$ cat config.mk
export PLATFORM = sky130hd
export DESIGN_NAME = mod_mul_seq
export DESIGN_NICKNAME = d
export VERILOG_FILES = /design/src/rtl/mod_mul_seq.sv
export SDC_FILE = /design/constraint.sdc
export NUM_CORES = 1
export LEC_CHECK = 0
export ABC_CLOCK_PERIOD_IN_PS = 7600
export BUFFER_PORTS_ARGS = -buffer_cell sky130_fd_sc_hd__clkbuf_2
export CORE_ASPECT_RATIO = 1.5
export CORE_MARGIN = 1
export CORE_UTILIZATION = 58
export CTS_CLUSTER_SIZE = 24
export DETAILED_ROUTE_END_ITERATION = 8
export PLACE_DENSITY = 0.87
export SLEW_MARGIN = 20
export SYNTH_ARGS = -nofsm -noshare
export SYNTH_HDL_FRONTEND = slang
export SYNTH_SLANG_ARGS = --single-unit
$ cat constraint.sdc
create_clock -name clk -period 7.6 [get_ports clk]
set_input_delay 0.38 -clock clk [delete_from_list [all_inputs] [get_ports clk]]
set_output_delay 0.38 -clock clk [all_outputs]
set_load 0.01 [all_outputs]
$ cat src/rtl/mod_mul_seq.sv
// Sequential modular multiplier: shift-add product, then remainder via the downstream divider.
// Optional MOD_MUL_BYPASS_EN skips the divider when the product is already below the modulus.
module mod_mul_seq #(
    parameter int nbits = 32
) (
    input  logic               clk,
    input  logic               reset,
    input  logic [2*nbits-1:0] istream_msg,
    input  logic               istream_val,
    output logic               istream_rdy,
    output logic [nbits-1:0]   ostream_msg,
    output logic               ostream_val,
    input  logic               ostream_rdy,
    output logic [2*nbits:0]   div_istream_msg,
    output logic               div_istream_val,
    input  logic               div_istream_rdy,
    input  logic [nbits-1:0]   div_ostream_msg,
    input  logic               div_ostream_val,
    output logic               div_ostream_rdy
);
    localparam int HB = nbits / 2;

    typedef enum logic [2:0] {
        IDLE     = 3'd0,
        MUL      = 3'd1,
        DIV_REQ  = 3'd2,
        DIV_WAIT = 3'd3,
        DONE     = 3'd4
    } state_t;

    state_t           state_q, state_d;
    logic [nbits-1:0] mcand_q, mcand_d;
    logic [HB-1:0]    mplier_q, mplier_d;
    logic [nbits-1:0] prod_q, prod_d;
    logic [nbits-1:0] modn_q, modn_d;
    logic [nbits-1:0] result_q, result_d;

    logic [HB-1:0]    in_opa;
    logic [HB-1:0]    in_opb;
    logic [nbits-1:0] in_modn;
    logic             bypass;

    assign in_opa  = istream_msg[2*nbits-1 -: HB];
    assign in_opb  = istream_msg[nbits +: HB];
    assign in_modn = istream_msg[nbits-1:0];

`ifdef MOD_MUL_BYPASS_EN
    assign bypass = (prod_q < modn_q);
`else
    assign bypass = 1'b0;
`endif

    always_ff @(posedge clk or negedge reset) begin
        if (!reset) begin
            state_q  <= IDLE;
            mcand_q  <= '0;
            mplier_q <= '0;
            prod_q   <= '0;
            modn_q   <= '0;
            result_q <= '0;
        end else begin
            state_q  <= state_d;
            mcand_q  <= mcand_d;
            mplier_q <= mplier_d;
            prod_q   <= prod_d;
            modn_q   <= modn_d;
            result_q <= result_d;
        end
    end

    always_comb begin
        state_d  = state_q;
        mcand_d  = mcand_q;
        mplier_d = mplier_q;
        prod_d   = prod_q;
        modn_d   = modn_q;
        result_d = result_q;
        unique case (state_q)
            IDLE: begin
                if (istream_val) begin
                    mcand_d  = {{HB{1'b0}}, in_opa};
                    mplier_d = in_opb;
                    prod_d   = '0;
                    modn_d   = in_modn;
                    state_d  = MUL;
                end
            end
            MUL: begin
                if (mplier_q == '0) begin
                    // A zero modulus returns the raw product and never reaches the divider.
                    if (modn_q == '0 || bypass) begin
                        result_d = prod_q;
                        state_d  = DONE;
                    end else begin
                        state_d  = DIV_REQ;
                    end
                end else begin
                    prod_d   = prod_q + (mplier_q[0] ? mcand_q : '0);
                    mcand_d  = mcand_q << 1;
                    mplier_d = mplier_q >> 1;
                end
            end
            DIV_REQ: begin
                if (div_istream_rdy) state_d = DIV_WAIT;
            end
            DIV_WAIT: begin
                if (div_ostream_val) begin
                    result_d = div_ostream_msg;
                    state_d  = DONE;
                end
            end
            DONE: begin
                if (ostream_rdy) state_d = IDLE;
            end
            default: state_d = IDLE;
        endcase
    end

    // Handshake outputs are pure state decodes, held low for as long as reset is asserted.
    assign istream_rdy     = reset && (state_q == IDLE);
    assign div_istream_val = reset && (state_q == DIV_REQ);
    assign div_ostream_rdy = reset && (state_q == DIV_WAIT);
    assign ostream_val     = reset && (state_q == DONE);

    assign div_istream_msg = {1'b1, prod_q, modn_q};
    assign ostream_msg     = result_q;

endmodule
* Yosys cells after proc, flatten, opt, wreduce, memory -nomap -nowiden
Cells that the tools add are included.
** Operators by class
- Reductions and logical operators :: 13
- Equal/unequal tests :: 11
- Muxes and demuxes :: 21
- Add/subtract/negate cells :: 1
** Operators with widths (number)
- $mux 32 :: 8
- $pmux 32 s2 :: 3
- $add 32x32->32 :: 1
- $logic_not 32->1 :: 1
- $mux 16 :: 2
- $pmux 16 s2 :: 1
- $mux 3 :: 6
- $logic_not 16->1 :: 1
- $pmux 3 s5 :: 1
- $ne 2x2->1 const B :: 7
- $eq 3x2->1 const B :: 2
- $reduce_and 5->1 :: 1
- $logic_and 1x1->1 :: 4
- $reduce_and 4->1 :: 1
- $reduce_bool 2->1 :: 2
- $eq 3x1->1 const B :: 1
- $eq 3x3->1 const B :: 1
- $logic_not 3->1 :: 1
- $reduce_and 3->1 :: 1
- $reduce_and 2->1 :: 1
** Word-level totals
- Flip-flop bits (word level) :: 147
- Input port bits :: 102
- Output and inout bits :: 101
- Word-level logic and storage cells :: 52

* Depth between registers and ports, before layout
Gate-level depths: netlist of the first run.
- Depth in word-level cells :: 4
- Gate-level depth with buffers :: 12
- Gate-level depth less buffers :: 12

* Worst setup path after synthesis of the first run
OpenSTA, ideal clock, no wires.
- Path kind :: reg-to-reg
- From :: register mplier_q[0]
- To :: register prod_q[31]
- Clock period less this slack :: 2786 ps
- Arrival time :: 2717 ps
- Stages on the path, launching flop included :: 12
- Required time :: 7531 ps
- Setup time :: 69 ps
- Slack :: 4814 ps
- Path buffers :: 1
- Cell sequence :: dfrtp_1 -> clkbuf_1 -> and2_1 -> ha_1 -> a211oi_2 -> nor2_1 -> a211oi_4 -> a21oi_2 -> o31a_1 -> or4_4 -> a211oi_2 -> nand3b_1
** On the way
- Cells in the longest elaborated chain, start to end :: 4
- Elaborated cells on any way between the ends :: 7
- Those cells by class :: 1 x add/sub; 1 x eq/ne; 3 x mux; 2 x reduce/logical
** Ends and longest elaborated chain
- start: declaration :: line 33 : logic [HB-1:0] mplier_q, mplier_d;
- start signal: assignment :: line 64 : mplier_q <= mplier_d;
- $mux 32 :: line 98 : prod_d = prod_q + (mplier_q[0] ? mcand_q : '0);
- $add 32x32->32 :: line 98
- $mux 32 :: line 89 : if (mplier_q == '0) begin
- $pmux 32 s2 :: line 78 : unique case (state_q)
- end signal: assignment :: line 65 : prod_q <= prod_d;
- end: declaration :: line 34 : logic [nbits-1:0] prod_q, prod_d;
Parallel ways exist; a longest one is shown, timed or not. The select of a mux whose other input is x is not followed.
A chain may end at the register's enable or synchronous reset.

* Worst setup path in the final report of the first run
- From :: register mplier_q[0]
- To :: register prod_q[28]
Same word-level chain as after synthesis.

==> impl_metrics.yaml, run 1 <==
timing:
  worst_slew_pin_slew_ns: 1.05
  tns_ns: 0
  fmax_ghz: 0.280
  final.setup_skew_ns: 0.00968
  grt_setup_unrepaired: "false"
  setup_slack_ns: 4.03
  setup_viol: 0
  finalHoldViolations: 0
  period_share: 0.470
  slew_headroom: 0.297
  period_minus_slack_ns: 3.57
  slew_viol_final: 0
placed_design:
  portBuffers: 201
  dpl_worst_slack_ns: 4.06
  hpwl_um: 13700
  gp_congestion: 0.926
drt:
  ant_nets: 0
  via_per_inst: 5.74
  drtPass1Iterations: 8
  vias: 7209
  dr.first_iter.drc_count: 355
  drc_errors: 13
  wl_um: 19600
  wl_per_cell_um: 15.6
layout:
  drive_gt1_frac: 0.236
  final_common_cell: "nand2_1"
  nNetsFinal: 1216
  syn_to_final_growth_pct: 21.4
  most-common-layout-cells: "231 x nand2_1, 200 x clkbuf_2, 147 x dfrtp_1"
  antennaDiodeCount: 0
  fill_cells: 1053
setup_path:
  crit_fanout: 34
  critical_path_class: "flip-flop to flip-flop"
  crit_path_end_kind: "flip-flop"
  arrival_ns: 3.88
  startpoint_type: "flip-flop"
  required_ns: 7.90
synth:
  syn_nets: 1040
  synth_cells: 906
  synth_edf_count: 0
  ys.flop_type: "dfrtp_1"
  ys_seq_area_frac: 0.458
  syn_avg_cell_area_um2: 8.86
  synth_warnings: 0
  async_flop_share: 1.00
  ys_ff_latch: 147
  netlist-cell-type-count: 53
  synth.cell_area_um2: 8030
clock_network:
  clockBufferDepth: 2
  postCtsResizedCells: 0
  cts_tree: "done"
  cts-buffers-inserted: 17
  clk_latency_ns: 0.43
  clock_sinks: 147
  cts_root_buf: "clkbuf_16"
  postCtsSetupBuffers: 0
  h-tree-depth: 4
  ctsHoldBuffers: 1
  path_clk_slew_ns: 0.07
power_and_ir_drop:
  power_density_nw_per_um2: 407
  finalPower_uw: 3970
  peakVddDrop_mv: 0.247
  pwr-share-clk: 0.220
  combPwrFrac: 0.419
  p_int_uw: 2280
  p_leak_uw: 0.00513
  pwr-share-seq: 0.361
  switching_share: 0.425
  switchingPower_uw: 1690
global_routing:
  grt_remaining_overflow: 0
  grt_pass1_vias: 7036
  grt_pass1_wl_um: 33100
  antenna_found_initial: 0
  grt_max_degree: 80
  track_usage: 0.286
die:
  die_w_um: 98.1
  fp.coreArea_um2: 13500
  start_util: 0.593
  ios: 203
  row_count: 52
  die_area_um2: 14300
  die_h_um: 146
run_status:
  status: "finished, violations left"
  violations: "DRC"
hold_path:
  min_path_type: "primary input to flip-flop"
run:
  maxCapViolations: 0
==> logic make-up after synthesis <==
| family | share of synthesized area |
|---|---|
| other | 0.000467 |
| buffers and inverters | 0.0290 |
| AOI/OAI and AO/OA | 0.135 |
| adders and majority gates | 0.0508 |
| muxes | 0.0798 |
| and+or+nand+nor | 0.224 |
| DFF | 0.458 |
| xor gates and xnor gates | 0.0229 |
==> per-stage QoR <==
| stage | util | instance area, um^2 | instances | hold slack (ns) |
|---|---|---|---|---|
| CTS | 0.720 | 9740 | 1257 | 0.131 |
| finish | 0.721 | 9750 | 1257 | 0.139 |
| floorplan | - | 8030 | 906 | 0.0844 |
| global route | 0.721 | 9750 | 1257 | 0.127 |
| global placement | 0.674 | 9120 | 1224 | 0.425 |
| detailed placement | 0.674 | 9120 | 1224 | 0.432 |
==> power by group through the flow <==
stage	Sequential, uW	Combinational (uW)	Clock [uW]
after floorplan	1430	1100	0
after global placement	1430	1600	0
after detailed placement	1440	1650	0
after CTS	1430	1660	884
after global routing	1480	1860	916
final	1430	1660	874
==> per-layer routing <==
layer,up-vias,track usage,share of wire
met5,-,0,0
met4,0,0.111,0.025
met3,45,0.0622,0.066
met2,262,0.476,0.50
met1,3405,0.362,0.41
li1,3497,-,-
==> worst max-delay path, cell delays in order (launching register included) <==
cell and delay, ns:
dfrtp_1 0.85, and2_1 0.24, ha_1 0.16, inv_1 0.05
fa_1 0.39, nand2b_1 0.18, a21oi_1 0.16, nor2_1 0.11
o211ai_2 0.31, a41oi_2 0.26, o21ai_1 0.31, nor2_1 0.08
or3_1 0.36
==> registers in the layout, summed over array words and instances (netlist names) <==
name	cells
mcand_q	32
state_q	3
mplier_q	16
modn_q	32
ostream_msg	32
prod_q	32
==> cell type report <==
cell class	instances	area, um^2	share of cell area
clock buffers	17	425	0.0436
clock inverters	15	185	0.0190
inverters	8	30.0	0.00308
multi-input cells	699	4160	0.426
flip-flops and latches	147	3680	0.377
well taps	162	203	0.0208
repair buffers	209	1070	0.110
==> worst paths after layout <==
path | start | end | slack [ns] | cells after the start
min | istream_msg[26] | modn_q[26] | 0.14 | 3
min reg2reg | ostream_msg[23] | ostream_msg[23] | 0.48 | 2
max | mplier_q[0] | prod_q[28] | 4.03 | 12
max reg2reg | mplier_q[0] | prod_q[28] | 4.03 | 12
min in group asynchronous | reset | mcand_q[5] | 0.52 | 2
max in group asynchronous | reset | prod_q[25] | 5.65 | 3
==> cell usage after synthesis, types with 4 or more instances <==
cell / n / area [um^2]
nand2_1: 233 / 875
dfrtp_1: 147 / 3680
o21ai_0: 104 / 521
mux2i_1: 64 / 641
nand3_1: 48 / 240
clkbuf_1: 41 / 154
and2_1: 33 / 206
ha_1: 31 / 388
a21oi_1: 30 / 150
nor2_1: 20 / 75.1
xor2_1: 13 / 114
a21o_1: 12 / 90.1
nor4_1: 12 / 75.1
nand2b_1: 11 / 68.8
nand4_1: 9 / 56.3
nor3_1: 9 / 45.0
inv_1: 8 / 30.0
xnor2_1: 8 / 70.1
and3_1: 7 / 43.8
buf_1: 7 / 26.3
o31ai_1: 6 / 45.0
o211ai_1: 5 / 37.5
a21boi_0: 4 / 30.0
Note: power is estimated with default switching activity, not from simulation.
==> inputs of run 2 (changes only) <==
- ABC_CLOCK_PERIOD_IN_PS: 7600 -> 3400
- CORE_UTILIZATION: 58 -> 54
- PLACE_DENSITY: 0.87 -> 0.82
- clock period: 7.6 -> 3.4 ns (I/O delays scaled with it)
==> impl_metrics.yaml, run 2 (same netlist as run 1, synthesis figures left out) <==
run_status:
  status: "finished clean"
drt:
  dr.first_iter.drc_count: 414
  drtPass1Iterations: 5
  ant_nets: 0
  drc_errors: 0
  vias: 7457
  wl_um: 21300
  via_per_inst: 5.59
  wl_per_cell_um: 16.0
setup_path:
  startpoint_type: "flip-flop"
  required_ns: 3.70
  critical_path_class: "flip-flop to flip-flop"
  arrival_ns: 3.46
  crit_fanout: 31
  crit_path_end_kind: "flip-flop"
timing:
  slew_viol_final: 0
  final.setup_skew_ns: 0.0121
  tns_ns: 0
  worst_slew_pin_slew_ns: 1.06
  fmax_ghz: 0.316
  slew_headroom: 0.294
  period_minus_slack_ns: 3.17
  finalHoldViolations: 0
  grt_setup_unrepaired: "false"
  setup_viol: 0
  period_share: 0.932
  setup_slack_ns: 0.233
die:
  die_area_um2: 15400
  die_h_um: 151
  die_w_um: 102
  fp.coreArea_um2: 14500
  start_util: 0.553
  row_count: 54
  ios: 203
power_and_ir_drop:
  peakVddDrop_mv: 0.500
  p_leak_uw: 0.00529
  power_density_nw_per_um2: 874
clock_network:
  postCtsResizedCells: 0
  ctsHoldBuffers: 36
  cts_root_buf: "clkbuf_16"
  clock_sinks: 147
  path_clk_slew_ns: 0.06
  h-tree-depth: 4
  clk_latency_ns: 0.42
  clockBufferDepth: 2
  cts-buffers-inserted: 17
  cts_tree: "done"
  postCtsSetupBuffers: 0
global_routing:
  grt_max_degree: 66
  antenna_found_initial: 0
  track_usage: 0.287
  grt_pass1_vias: 7276
  grt_remaining_overflow: 0
  grt_pass1_wl_um: 34200
placed_design:
  hpwl_um: 14400
  portBuffers: 201
  dpl_worst_slack_ns: 0.329
  gp_congestion: 0.923
  dpl_cell_area_um2: 9230
layout:
  antennaDiodeCount: 0
  most-common-layout-cells: "231 x nand2_1, 200 x clkbuf_2, 147 x dfrtp_1"
  fin_area_um2: 10200
  syn_to_final_growth_pct: 26.5
  drive_gt1_frac: 0.233
  nNetsFinal: 1258
  final_common_cell: "nand2_1"
hold_path:
  min_path_type: "primary input to flip-flop"
run:
  maxCapViolations: 0
run 2: cell types whose count changed in the layout (fill, tap and decap cells not counted), sizes merged:
cell | before | now
buf | 8 | 15
bufinv | 2 | 1
clkbuf | 217 | 218
clkinv | 1 | 8
dlygate4sd3 | 1 | 36
inv | 19 | 12
run 2: area by class of cell:
type | count | area, um^2
Timing Repair Buffer | 251 | 1490
Clock buffer | 18 | 439
Clock inverter | 14 | 128
Inverter | 8 | 30.0
Tap cell | 196 | 245
Fill cell | 1105 | 4370
Multi-Input combinational cell | 699 | 4150
Sequential cell | 147 | 3680
run 2: power breakdown:
group / switching (uW) / internal, uW / total, uW
Clock: 769 / 1030 / 1800
Sequential: 675 / 2510 / 3180
Combinational: 2330 / 1560 / 3900
run 2: per-layer routing:
layer,GRT usage,wire (um),up-vias
met5,0,0,-
met4,0.101,507,0
met3,0.0586,1340,44
met2,0.505,10800,299
met1,0.345,8620,3525
li1,-,-,3589
run 2: worst max-delay path, stage by stage (launching register included):
cell      delay, ns
dfrtp_1        0.38
buf_4          0.29
nand2_1        0.15
fa_1           0.45
nand2b_1       0.18
a21oi_1        0.18
nor2_1         0.12
o211ai_2       0.23
a41oi_2        0.25
o21ai_1        0.36
nor2_1         0.08
or3_1          0.36
run 2: final timing paths:
kind,start,endpoint,slack [ns],cells past startpoint
min in group asynchronous,reset,ostream_msg[29],0.23,2
max reg2reg,mplier_q[0],prod_q[28],0.23,11
max in group asynchronous,reset,ostream_msg[14],2.13,3
max,mplier_q[0],prod_q[28],0.23,11
min,istream_msg[53],mcand_q[5],0.03,3
min reg2reg,ostream_msg[23],ostream_msg[23],0.47,2
run 2: metrics by stage:
| step | utilization | hold WS (ns) | instances | total power, uW |
|---|---|---|---|---|
| floorplan | - | -0.126 | 906 | 5660 |
| global placement | 0.635 | 0.0910 | 1265 | 6890 |
| detailed placement | 0.635 | 0.0936 | 1265 | 7040 |
| CTS | 0.699 | 0.0313 | 1333 | 8900 |
| global route | 0.699 | 0.0470 | 1333 | 9570 |
| finish | 0.699 | 0.0343 | 1333 | 8880 |
==> inputs of run 3 (changes only) <==
- BUFFER_PORTS_ARGS: -buffer_cell sky130_fd_sc_hd__clkbuf_2 -> -buffer_cell sky130_fd_sc_hd__buf_2
==> impl_metrics.yaml, run 3 (same netlist as run 1, synthesis figures left out) <==
clock_network:
  cts_tree: "done"
  clk_latency_ns: 0.43
  h-tree-depth: 4
  cts-buffers-inserted: 17
  path_clk_slew_ns: 0.07
  cts_root_buf: "clkbuf_16"
  clock_sinks: 147
  clockBufferDepth: 2
layout:
  finalCoreUtilization: 0.702
  syn_to_final_growth_pct: 27.0
  most-common-layout-cells: "231 x nand2_1, 200 x buf_2, 147 x dfrtp_1"
  nNetsFinal: 1254
  drive_gt1_frac: 0.231
  antennaDiodeCount: 0
  final_common_cell: "nand2_1"
setup_path:
  required_ns: 3.70
  critPathSlowestCell: "fa_1"
  path_cells: "buf_4 -> nand2_1 -> fa_1 -> nand2b_1 -> a21oi_1 -> nor2_1 -> o211ai_2 -> a41oi_2 -> o21ai_2 -> nor2_1 -> or3_1"
  startpoint_type: "flip-flop"
  crit_path_frequent_cell: "nor2_1"
  crit_fanout: 31
  cpPeakStageDelay_ns: 0.44
  arrival_ns: 3.42
  crit_path_end_kind: "flip-flop"
  critical_path_class: "flip-flop to flip-flop"
global_routing:
  grt_pass1_wl_um: 33400
  grt_max_degree: 139
  grt_remaining_overflow: 0
  grt_pass1_vias: 7036
  track_usage: 0.277
  antenna_found_initial: 0
drt:
  drc_errors: 0
  via_per_inst: 5.53
  wl_um: 20900
  ant_nets: 0
  dr.first_iter.drc_count: 406
  drtPass1Iterations: 6
  wl_per_cell_um: 15.7
  vias: 7354
placed_design:
  hpwl_um: 13900
  gp_congestion: 0.913
  portBuffers: 201
  dpl_worst_slack_ns: 0.293
timing:
  tns_ns: 0
  period_share: 0.918
  slew_viol_final: 0
  final.setup_skew_ns: 0.0146
  period_minus_slack_ns: 3.12
  finalHoldViolations: 0
  setup_slack_ns: 0.277
  slew_headroom: 0.504
  fmax_ghz: 0.320
  grt_setup_unrepaired: "false"
  worst_slew_pin_slew_ns: 0.744
  setup_viol: 0
hold_path:
  min_path_type: "primary input to flip-flop"
die:
  die_w_um: 102
  die_area_um2: 15400
  row_count: 54
  ios: 203
  die_h_um: 151
  start_util: 0.553
  fp.coreArea_um2: 14500
power_and_ir_drop:
  peakVddDrop_mv: 0.526
  power_density_nw_per_um2: 879
  p_leak_uw: 0.00532
run:
  maxCapViolations: 0
run_status:
  status: "finished clean"
==> run 3: path summary, 6_finish.rpt <==
path | end | from | slack [ns] | depth (start not counted)
max | prod_q[28] | mplier_q[0] | 0.28 | 11
min | ostream_msg[23] | div_ostream_msg[23] | 0.03 | 3
max reg2reg | prod_q[28] | mplier_q[0] | 0.28 | 11
min reg2reg | ostream_msg[23] | ostream_msg[23] | 0.47 | 2
max in group asynchronous | mcand_q[13] | reset | 2.31 | 3
min in group asynchronous | state_q[2] | reset | 0.12 | 2
==> run 3: what timing repair did <==
action | CTS | global route
buffers inserted | 0 | 0
endpoints found under the hold margin | 44 | 0
gates resized for setup | 0 | 1
setup endpoints to repair | 0 | 1
hold buffers | 36 | 0
==> run 3: critical path: cells and delay by family, from the launching register on <==
kind | cells | cell delay, ns
DFF | 1 | 0.39
adders and majority gates | 1 | 0.44
buffers and inverters | 1 | 0.28
AOI/OAI and AO/OA | 4 | 1.01
and+or+nand+nor | 5 | 0.88
==> run 3: area by class of cell <==
cell class,count,area [um^2]
Fill cell,1094,4330
Inverter,8,30.0
Clock inverter,15,181
Clock buffer,17,425
Multi-Input combinational cell,699,4150
Timing Repair Buffer,247,1490
Sequential cell,147,3680
Tap cell,196,245
==> run 3: per-stage QoR <==
step / hold WS, ns / instance area (um^2) / std cells / power [uW]
after CTS: 0.0267 / 10200 / 1329 / 8960
after floorplan: -0.126 / 8030 / 906 / 5660
final: 0.0286 / 10200 / 1329 / 8970
after global routing: 0.0378 / 10200 / 1329 / 9620
after global placement: -0.00252 / 9230 / 1261 / 6830
after detailed placement: -0.00214 / 9230 / 1261 / 6960
==> run 3: report_power, final <==
| group | total [uW] | switching [uW] | internal, uW |
|---|---|---|---|
| combinational | 3870 | 2320 | 1550 |
| clock | 1940 | 826 | 1120 |
| sequential | 3150 | 645 | 2510 |
==> run 3: layer usage <==
metal / GRT usage / wire length [um]
met4: 0.0993 / 430
met3: 0.0605 / 1220
met1: 0.340 / 8590
met5: 0 / 0
met2: 0.477 / 10700
